<file path="src/rtl/multicycle_ctrl.sv">
// Control FSM for the multi-cycle MIPS-subset datapath: one memory port, one ALU, selects and write enables.
// Moore state outputs with Mealy mem_ready qualification in FETCH/MEMWR; waits on mem_ready with a timeout flag.
module multicycle_ctrl #(
    parameter int WAIT_LIMIT = 15,
    parameter int CNT_W      = 16
) (
    input  logic             clk,
    input  logic             rst,
    input  logic [5:0]       OpCode,
    input  logic             mem_ready,
    output logic             PCWrite,
    output logic             PCWriteCond,
    output logic             IorD,
    output logic             MemRead,
    output logic             MemWrite,
    output logic             IRWrite,
    output logic             MemtoReg,
    output logic             RegDst,
    output logic             RegWrite,
    output logic             ALUSrcA,
    output logic [1:0]       ALUSrcB,
    output logic [1:0]       ALUOp,
    output logic [1:0]       PCSource,
    output logic [3:0]       state,
    output logic             instr_done,
    output logic             illegal_op,
    output logic             mem_timeout,
    output logic [CNT_W-1:0] retired
);

    localparam logic [3:0] S_FETCH  = 4'd0;
    localparam logic [3:0] S_DECODE = 4'd1;
    localparam logic [3:0] S_MEMADR = 4'd2;
    localparam logic [3:0] S_MEMRD  = 4'd3;
    localparam logic [3:0] S_MEMWB  = 4'd4;
    localparam logic [3:0] S_MEMWR  = 4'd5;
    localparam logic [3:0] S_EXEC   = 4'd6;
    localparam logic [3:0] S_RWB    = 4'd7;
    localparam logic [3:0] S_BRANCH = 4'd8;
    localparam logic [3:0] S_JUMP   = 4'd9;
    localparam logic [3:0] S_ADDIEX = 4'd10;
    localparam logic [3:0] S_ADDIWB = 4'd11;

    localparam logic [5:0] OP_RTYPE = 6'b000000;
    localparam logic [5:0] OP_LW    = 6'b100011;
    localparam logic [5:0] OP_SW    = 6'b101011;
    localparam logic [5:0] OP_BEQ   = 6'b000100;
    localparam logic [5:0] OP_J     = 6'b000010;
    localparam logic [5:0] OP_ADDI  = 6'b001000;

    localparam logic [8:0] LIMIT = 9'(WAIT_LIMIT);

    logic [3:0]       r_state;
    logic [3:0]       w_state_nxt;
    logic [7:0]       r_wait_cnt;
    logic [8:0]       w_wait_inc;
    logic             w_waiting;
    logic             r_timeout;
    logic [CNT_W-1:0] r_retired;

    always_ff @(posedge clk) begin
        if (rst) r_state <= S_FETCH;
        else     r_state <= w_state_nxt;
    end

    always_comb begin
        w_state_nxt = S_FETCH;
        case (r_state)
            S_FETCH:  w_state_nxt = mem_ready ? S_DECODE : S_FETCH;
            S_DECODE: begin
                case (OpCode)
                    OP_RTYPE:    w_state_nxt = S_EXEC;
                    OP_LW, OP_SW: w_state_nxt = S_MEMADR;
                    OP_BEQ:      w_state_nxt = S_BRANCH;
                    OP_J:        w_state_nxt = S_JUMP;
                    OP_ADDI:     w_state_nxt = S_ADDIEX;
                    default:     w_state_nxt = S_FETCH;
                endcase
            end
            S_MEMADR: w_state_nxt = (OpCode == OP_SW) ? S_MEMWR : S_MEMRD;
            S_MEMRD:  w_state_nxt = mem_ready ? S_MEMWB : S_MEMRD;
            S_MEMWR:  w_state_nxt = mem_ready ? S_FETCH : S_MEMWR;
            S_EXEC:   w_state_nxt = S_RWB;
            S_ADDIEX: w_state_nxt = S_ADDIWB;
            default:  w_state_nxt = S_FETCH;
        endcase
    end

    always_comb begin
        PCWrite     = 1'b0;
        PCWriteCond = 1'b0;
        IorD        = 1'b0;
        MemRead     = 1'b0;
        MemWrite    = 1'b0;
        IRWrite     = 1'b0;
        MemtoReg    = 1'b0;
        RegDst      = 1'b0;
        RegWrite    = 1'b0;
        ALUSrcA     = 1'b0;
        ALUSrcB     = 2'b00;
        ALUOp       = 2'b00;
        PCSource    = 2'b00;
        instr_done  = 1'b0;
        illegal_op  = 1'b0;
        // Reset masks everything so a concurrent mem_ready cannot load PC or IR.
        if (!rst) begin
            case (r_state)
                S_FETCH: begin
                    MemRead = 1'b1;
                    ALUSrcB = 2'b01;
                    IRWrite = mem_ready;
                    PCWrite = mem_ready;
                end
                S_DECODE: begin
                    ALUSrcB = 2'b11;
                    illegal_op = !(OpCode inside {OP_RTYPE, OP_LW, OP_SW, OP_BEQ, OP_J, OP_ADDI});
                end
                S_MEMADR, S_ADDIEX: begin
                    ALUSrcA = 1'b1;
                    ALUSrcB = 2'b10;
                end
                S_MEMRD: begin
                    MemRead = 1'b1;
                    IorD    = 1'b1;
                end
                S_MEMWB: begin
                    RegWrite   = 1'b1;
                    MemtoReg   = 1'b1;
                    instr_done = 1'b1;
                end
                S_MEMWR: begin
                    MemWrite   = 1'b1;
                    IorD       = 1'b1;
                    instr_done = mem_ready;
                end
                S_EXEC: begin
                    ALUSrcA = 1'b1;
                    ALUOp   = 2'b10;
                end
                S_RWB: begin
                    RegWrite   = 1'b1;
                    RegDst     = 1'b1;
                    instr_done = 1'b1;
                end
                S_BRANCH: begin
                    ALUSrcA     = 1'b1;
                    ALUOp       = 2'b01;
                    PCWriteCond = 1'b1;
                    PCSource    = 2'b01;
                    instr_done  = 1'b1;
                end
                S_JUMP: begin
                    PCWrite    = 1'b1;
                    PCSource   = 2'b10;
                    instr_done = 1'b1;
                end
                S_ADDIWB: begin
                    RegWrite   = 1'b1;
                    instr_done = 1'b1;
                end
                default: ;
            endcase
        end
    end

    assign w_waiting  = (r_state == S_FETCH || r_state == S_MEMRD || r_state == S_MEMWR) && !mem_ready;
    assign w_wait_inc = {1'b0, r_wait_cnt} + 9'd1;

    // Counter saturates so a very long stall cannot wrap it back below the limit.
    always_ff @(posedge clk) begin
        if (rst) begin
            r_wait_cnt <= 8'd0;
            r_timeout  <= 1'b0;
        end else if (w_waiting) begin
            if (r_wait_cnt != 8'hFF) r_wait_cnt <= w_wait_inc[7:0];
            if (w_wait_inc >= LIMIT) r_timeout <= 1'b1;
        end else begin
            r_wait_cnt <= 8'd0;
        end
    end

    always_ff @(posedge clk) begin
        if (rst)             r_retired <= '0;
        else if (instr_done) r_retired <= r_retired + CNT_W'(1);
    end

    assign state       = r_state;
    assign mem_timeout = r_timeout;
    assign retired     = r_retired;

endmodule

</file>
<file path="config.mk">
export PLATFORM = sky130hd
export DESIGN_NAME = multicycle_ctrl
export DESIGN_NICKNAME = d
export VERILOG_FILES = /design/src/rtl/multicycle_ctrl.sv
export SDC_FILE = /design/constraint.sdc
export NUM_CORES = 1
export LEC_CHECK = 0
export CORE_MARGIN = 4
export CORE_UTILIZATION = 45
export DETAILED_ROUTE_END_ITERATION = 6
export PLACE_DENSITY = 0.82
export SKIP_LAST_GASP = 1
export SYNTH_ARGS = -nofsm -noshare
export SYNTH_HDL_FRONTEND = slang
export SYNTH_SLANG_ARGS = --single-unit
</file>
<file path="constraint.sdc">
create_clock -name clk -period 1.7 [get_ports clk]
set_input_delay 0.34 -clock clk [delete_from_list [all_inputs] [get_ports clk]]
set_output_delay 0.34 -clock clk [all_outputs]
set_load 0.005 [all_outputs]
</file>
======== After elaboration in Yosys (flattened, before gate mapping) ========
Index checks and enable logic that the tools add are counted.
operators by class
  $add $sub $neg .......................... 2
  order comparisons ....................... 1
  eq/ne operators ......................... 17
  multiplexer cells ....................... 36
  bitwise logic cells ..................... 1
  reductions and logical operators ........ 17
operators by type and width
  kind                     number
  $pmux W4 S7              1
  $mux W1                  23
  $pmux W4 S5              1
  $add A16 B1 Y16 const B  1
  $eq A4 B3 Y1 const B     4
  $eq A4 B4 Y1 const B     4
  $eq A6 B6 Y1 const B     2
  $reduce_or A2 Y1         5
  $add A8 B1 Y9 const B    1
  $ge A9 B4 Y1 const B     1
  $mux W3                  3
  $eq A4 B2 Y1 const B     2
  $ne A8 B8 Y1 const B     1
  $pmux W2 S2              2
  $eq A6 B2 Y1 const B     1
  $eq A6 B3 Y1 const B     1
  $eq A6 B4 Y1 const B     1
  $logic_not A6 Y1         1
  $mux W2                  3
  $pmux W2 S3              1
  $reduce_bool A6 Y1       1
  $reduce_or A5 Y1         1
  $eq A4 B1 Y1 const B     1
  $logic_not A4 Y1         1
  other kinds (8)          11
word-level totals
  register bits after elaboration ......... 29
  input port bits ......................... 9
  output and inout port bits .............. 39
  logic and storage cells ................. 78

======== Logic depth before layout (Yosys ltp) ========
  depth after elaboration ................. 6
  gate-level depth with buffers ........... 7
  depth with buffers taken out ............ 6

======== Worst setup path after synthesis ========
Ideal clock, no wire load.
  path type ............................... register to register
  from .................................... register r_state[0] (netlist: state[0])
  to ...................................... register r_retired[9] (netlist: retired[9])
  setup time .............................. 123 ps
  arrival ................................. 1550 ps
  required time ........................... 1577 ps
  slack ................................... 27 ps
  stages on the path, launching flop included .. 8
  buffers on the path ..................... 3
  period minus slack after synthesis ...... 1673 ps
  cell sequence ........................... dfxtp_1 -> buf_6 -> nand2b_2 -> buf_6 -> nand4_1 -> buf_2 -> nor4b_1 -> mux2_1
on the way
  longest elaborated chain between the ends .. 4
  elaborated cells on any way between the ends .. 9
  those cells by class .................... eq/ne: 6; mux: 2; reduce/logical: 1
RTL lines
  element                                       RTL line  source
  start: declaration                            53        logic [3:0] r_state;
  start signal: assignment                      63        else r_state <= w_state_nxt;
  $eq A4 B4 Y1 or $eq A4 B3 Y1 (tied branches)  107       case (r_state)
  $reduce_or A5 Y1 (no source line)             --
  $pmux W1 S2 *                                 107
  $mux W1 *                                     106       if (!rst) begin
  end signal: assignment                        184       else if (instr_done) r_retired <= r_retired + CNT_W'(1);
  end: declaration                              59        logic [CNT_W-1:0] r_retired;
Every way passes the cells marked *; elsewhere a longest branch is shown, timed or not.
A chain may end at the register's enable or synchronous reset.

======== Worst setup path in the final report ========
  from .................................... register r_state[1] (netlist: state[1])
  to ...................................... register r_retired[8] (netlist: retired[8])
The elaborated chain is that of the path after synthesis.

==> results.py <==
metrics = {
    "status": {
        "violations": "setup timing",
        "status": "finished, violations left",
    },
    "setup_path": {
        "start_kind": "flip-flop",
        "r2r_slack_ns": -0.25,
        "worstPathRequired_ns": 1.92,
        "r2r-start": "state[1]",
        "critical_path_buf_inv_count": 5,
        "crit_family": "buffers and inverters",
        "critPathKind": "reg -> reg",
        "crit_path_start": "state[1]",
        "path_common_cell": "buf_6",
        "arrival_ns": 2.17,
        "cp_max_fo": 4,
        "crit_path_end_kind": "flip-flop",
        "max_stage_delay_ns": 0.49,
        "crit_chain": "buf_6, buf_6, nor3b_2, o21a_1, buf_6, buf_12, buf_6, or4_1, a21oi_1",
        "critPathSlowestCell": "or4_1",
    },
    "min_path": {
        "min_path_type": "reg -> reg",
        "min_from": "retired[10]",
    },
    "routing": {
        "drtPass1Iterations": 5,
        "ant_nets": 0,
        "vias_per_cell": 6.390,
        "drc": 0,
        "wl_per_cell_um": 20.30,
        "wirelength_um": 8182,
        "drtIter0Drc": 251,
        "vias": 2575,
    },
    "placement": {
        "place.detailed.hpwl_um": 4070,
        "gp_congestion": 0.8433,
        "portBuffers": 47,
        "dp.cells": 367,
    },
    "sta": {
        "worst_slew_pin_slew_ns": 0.3954,
        "rsz0062_at_grt": "true",
        "setup_viol": 30,
        "min_period_over_period": 1.149,
        "slew_violations": 0,
        "setup_slack_ns": -0.2529,
        "hold_viol": 0,
        "fin_crit_ns": 1.953,
        "skew_ns": 0.01260,
        "max_freq_mhz": 512.1,
        "maxSlewHeadroom": 0.7331,
        "fin_tns_setup_ns": -2.779,
    },
    "clocking": {
        "clk_latency_ns": 0.30,
        "clk_pin_slew_ns": 0.07,
        "clkSinkCount": 29,
        "numCtsBuffers": 5,
        "cts_hold_repair.buffers": 0,
        "cts_buffer_depth": 2,
        "cts_max_level": 2,
        "clockRootBuffer": "clkbuf_8",
        "cts_tree": "done",
    },
    "pwr": {
        "finalPower_w": 0.001565,
        "p_clk_frac": 0.424,
        "powerDensity_mw_per_mm2": 461.0,
        "power_frac_seq": 0.440,
        "cellLeakagePower_nw": 1.314,
        "internal_power_w": 0.001149,
        "ir_drop_mv": 0.4048,
        "p_sw_frac": 0.2662,
        "p_sw_w": 0.0004167,
        "pwr-share-comb": 0.136,
    },
    "grt": {
        "grt-ovfl-total": 0,
        "globalRoute.busiestLayer": "met2",
        "grt_max_degree": 22,
        "met3_usage": 0.07838,
        "grt_antenna_before_repair": 1,
        "track_usage": 0.2735,
        "use_met1": 0.2971,
        "grt_pass1_vias": 2486,
        "grt_pass1_wl_um": 11740,
        "met2_usage": 0.4705,
    },
    "cells_and_area": {
        "synthToLayoutAreaGrowth_pct": 72.87,
        "final_cell_mix": "buf_4, buf_6, dfxtp_1",
        "nets": 363,
        "fillers": 210,
        "fin_cells": 403,
        "final_common_cell": "buf_4",
        "layout-drive-gt1-share": 0.4631,
    },
    "yosys": {
        "synth_area_leader_cell": "dfxtp_1",
        "synth_cell_types": 57,
        "synth_edf_count": 0,
        "synthArstFlopShare": 0,
        "synthCells": 247,
        "synth-seq-cells": 29,
        "synth_area_leaders": "dfxtp_1, a21oi_1, nor2_1, o31ai_1, or4_1",
        "syn_nets": 259,
        "synth_area_mm2": 0.001964,
        "synth.avg_cell_area_um2": 7.953,
        "ys.flop_type": "dfxtp_1",
        "ys_seq_area_frac": 0.2955,
        "synth_top_area_frac": 0.2955,
        "synth_warnings": 0,
    },
    "floorplan": {
        "row_count": 23,
        "dieWidth_um": 74.07,
        "die-area_mm2": 0.005486,
        "design.core.area_mm2": 0.004115,
        "io_pins": 48,
        "die_h_um": 74.07,
        "initial_core_util": 0.4773,
    },
    "flow_run": {
        "cap_viol_max_count": 0,
    },
}
==> kinds of logic after synthesis <==
| logic type | share of synthesized area |
|---|---|
| XOR/XNOR | 0.03121 |
| AND/OR/NAND/NOR | 0.3306 |
| multiplexers | 0.03312 |
| flip-flops | 0.2955 |
| buffers and inverters | 0.08089 |
| adder cells (fa/ha/maj) | 0.01911 |
| AO/OA/AOI/OAI | 0.2096 |
==> synthesized netlist by cell type, drive strengths merged (2+ instances only) <==
master    n
or4       9
mux2i     2
a211o     2
o31ai     9
mux2      4
inv       4
nand3     8
nor2b     7
nand2b    2
or3       6
and3      5
a31oi     2
a21oi    23
o21ai     7
o21bai    3
a211oi    3
or2       3
a31o      2
nand4     7
ha        3
nor3b     5
buf      15
and2      2
dfxtp    29
nand2    14
nor4b     2
o211ai    2
nor3      8
nor4      4
nor2     19
clkbuf   10
xor2      4
a2111oi   2
and4      4
xnor2     3
==> power by group through the flow <==
stage                     registers [W]  logic [W]  clock network (W)
after detailed placement       0.000707   0.000166                  0
after floorplan                0.000704  0.0000767                  0
after CTS                      0.000687   0.000177           0.000648
after global placement         0.000706   0.000163                  0
after global routing           0.000690   0.000225           0.000698
final                          0.000689   0.000212           0.000664
==> final cells by class <==
cell class,instances,area [um^2],share of cell area
clock buffers,7,96.34,0.02837
diodes,1,2.502,0.0007369
repair buffers,122,1070,0.3150
well taps,50,62.56,0.01842
flip-flops and latches,29,598.1,0.1761
multi-input cells,189,1546,0.4554
inverters,4,15.01,0.004422
clock inverters,1,5.005,0.001474
==> registers in the layout (all words and copies together), names as in the netlist <==
register / count
state: 4
retired: 16
r_wait_cnt: 8
mem_timeout: 1
==> layer usage <==
| layer | up-vias | wire [um] |
|---|---|---|
| met5 | - | 0 |
| met4 | 0 | 490 |
| met3 | 39 | 448 |
| met2 | 131 | 4071 |
| met1 | 1273 | 3172 |
| li1 | 1132 | - |
==> worst reg2reg max path: cells and delay by family, from the launching register on <==
kind | cells | cell delay [ns]
flip-flops | 1 | 0.36
buffers and inverters | 5 | 0.60
AO/OA/AOI/OAI | 2 | 0.39
AND/OR/NAND/NOR | 2 | 0.53
==> metrics by stage <==
step                        util  hold WS, ns  cell area, um^2  setup WS (ns)
final                     0.8252       0.5248             3396        -0.2529
after global placement    0.6625       0.4862             2726        -0.6942
after floorplan                -       0.4767             1964        0.02684
after global routing      0.8252       0.5662             3396        -0.3137
after CTS                 0.7780       0.5151             3202        -0.2449
after detailed placement  0.6625       0.4972             2726        -0.8068
==> timing repair <==
| action | in CTS | in global routing |
|---|---|---|
| setup endpoints to repair | 46 | 44 |
| pin swaps | 34 | 20 |
| buffers inserted | 22 | 6 |
| gates resized for setup | 133 | 51 |
| gates cloned | 0 | 0 |
==> worst paths after layout <==
check / to / cells past startpoint
min reg2reg: retired[10] / 2
max reg2reg: retired[8] / 9
max: retired[8] / 9
min: retired[10] / 2
No activity file was read; power rests on OpenSTA's default activity.
==> edit: new RTL, same settings <==
Put one more register stage on the output `retired`. The value now appears one clock later. The other outputs are not delayed to match.
--- a/src/rtl/multicycle_ctrl.sv
+++ b/src/rtl/multicycle_ctrl.sv
@@ -186,7 +186,9 @@
 
     assign state       = r_state;
     assign mem_timeout = r_timeout;
-    assign retired     = r_retired;
+    always_ff @(posedge clk) begin
+        retired <= r_retired;
+    end
 
 endmodule
 
Behaviour: not the same (a bounded check fails within 4 cycles, from zero or initial values and one cycle with rst high).
==> edit against the unedited design <==
  * The flow still finishes with violations (negative setup slack)
  * Routed wire length fell by 0.32%
  * Critical path depth fell by 3
  * Total power rose by 45%
  * Largest cell class unchanged
  * Sequential cell count rose by 16
  * Setup slack got worse by 190 ps
  * Design area rose by 14%
  * Synthesized area rose by 11%
  * Global-route usage fell by 2.9 points
==> edit: results (changes against the unedited design) <==
* Layout cell share with drive strength beyond 1 at 0.470 (was 0.463)
* Hold slack at 385 ps (was 525 ps)
* Clock skew at 8.82 ps (was 12.6 ps)
* Maximum VDD drop at 433 µV (was 405 µV)
* Vias in the first global route at 2590 (was 2486)
* WHS Path Cells at 0 (was 2)
* Nets at 398 (was 363)
* Total GRT Usage at 0.244 (was 0.274)
* Top cells by count, synth: 45 x dfxtp_1, 22 x nor2_1, 20 x a21oi_1 (was 29 x dfxtp_1, 23 x a21oi_1, 19 x nor2_1)
* Via count at 2677 (was 2575)
* CP Max Fanout at 5 (was 4)
* First-pass GRT wire length at 11.9 mm (was 11.7 mm)
* Root buf cell: clkbuf_8 (unchanged)
* Yosys cell types at 48 (was 57)
* DR WL/cell at 18.0 µm (was 20.3 µm)
* Worst Reg-to-Reg Cells at 6 (was 9)
* Inst Count DP at 410 (was 367)
* Area contributors post-synth: dfxtp_1 41%, a21oi_1 4.6%, nor2_1 3.8% (was dfxtp_1 30%, a21oi_1 5.9%, nor2_1 3.6%)
* Largest net degree at the start of global routing at 16 (was 22)
* Seq/Total Area, Yosys at 0.413 (was 0.296)
* Failing checks: negative setup slack (unchanged)
* LEAKAGE at 1.66 nW (was 1.31 nW)
* Initial antenna violation count at 0 (was 1)
* Gp weighted congestion at 0.829 (was 0.843)
* Final setup vio count at 35 (was 30)
* Initial drt markers at 202 (was 251)
* Placed inst area at 0.00310 mm² (was 0.00273 mm²)
* H-tree depth at 2 (unchanged)
* Mapped Cells at 257 (was 247)
* Drt first pass iters at 5 (unchanged)
* DPL Wire Length at 3.92 mm (was 4.07 mm)
* Setup TNS at -7890 ps (was -2780 ps)
* Worst Path Arrival at 2370 ps (was 2170 ps)
* Inserted Diodes at 0 (was 1)
* Status: complete, but fails checks (unchanged)
* Pre-CTS WS at -787 ps (was -807 ps)
* Worst slew margin at 0.762 (was 0.733)
* Post-synth net total at 269 (was 259)
* Detail-routed via count per cell at 5.90 (was 6.39)
* Post-route setup slack at -438 ps (was -253 ps)
## edit: cells by family after synthesis
| kind of cell | after synthesis | share of synthesized area |
|---|---|---|
| multiplexers | 5 | 0.0235 |
| buffers and inverters | 27 | 0.0550 |
| adder cells (fa/ha/maj) | 3 | 0.0172 |
| AO/OA/AOI/OAI | 58 | 0.170 |
| flip-flops | 45 | 0.413 |
| AND/OR/NAND/NOR | 111 | 0.289 |
| XOR/XNOR | 8 | 0.0321 |
## edit: layout make-up
cell class,instances,area [µm²]
clock inverters,3,68.8
well taps,67,83.8
repair buffers,140,1200
fillers,281,856
flip-flops and latches,45,917
multi-input cells,185,1500
clock buffers,5,68.8
inverters,9,33.8
## edit: final timing paths
kind | startpoint | endpoint
worst min register to register | r_retired[15] | retired[15]
worst max-delay path | state[2] | r_retired[15]
worst max register to register | state[2] | r_retired[15]
worst min-delay path | r_retired[15] | retired[15]
## edit: worst max-delay path, cell delays in order (launching register included)
cell and delay (ps):
dfxtp_4 350, buf_6 120, and4bb_1 220, or4_4 500, bufbuf_16 300, or4_1 420
a21oi_2 150
## edit: timing repair
action,4_1_cts,5_1_grt
gates cloned,2,0
buffers inserted,25,10
gates resized for setup,107,70
endpoints found under the setup margin,39,46
pin swaps,22,20
## edit: power by group
part           internal, mW  switching, mW  total [mW]
sequential             1.05         0.0105        1.06
combinational         0.122          0.116       0.238
clock                 0.591          0.378       0.969
## edit: layer usage
metal	vias up	wire length [µm]	track usage
li1	1200	-	-
met1	1276	2940	0.268
met2	164	4280	0.445
met3	37	613	0.0522
met4	0	325	0.110
met5	-	0	0
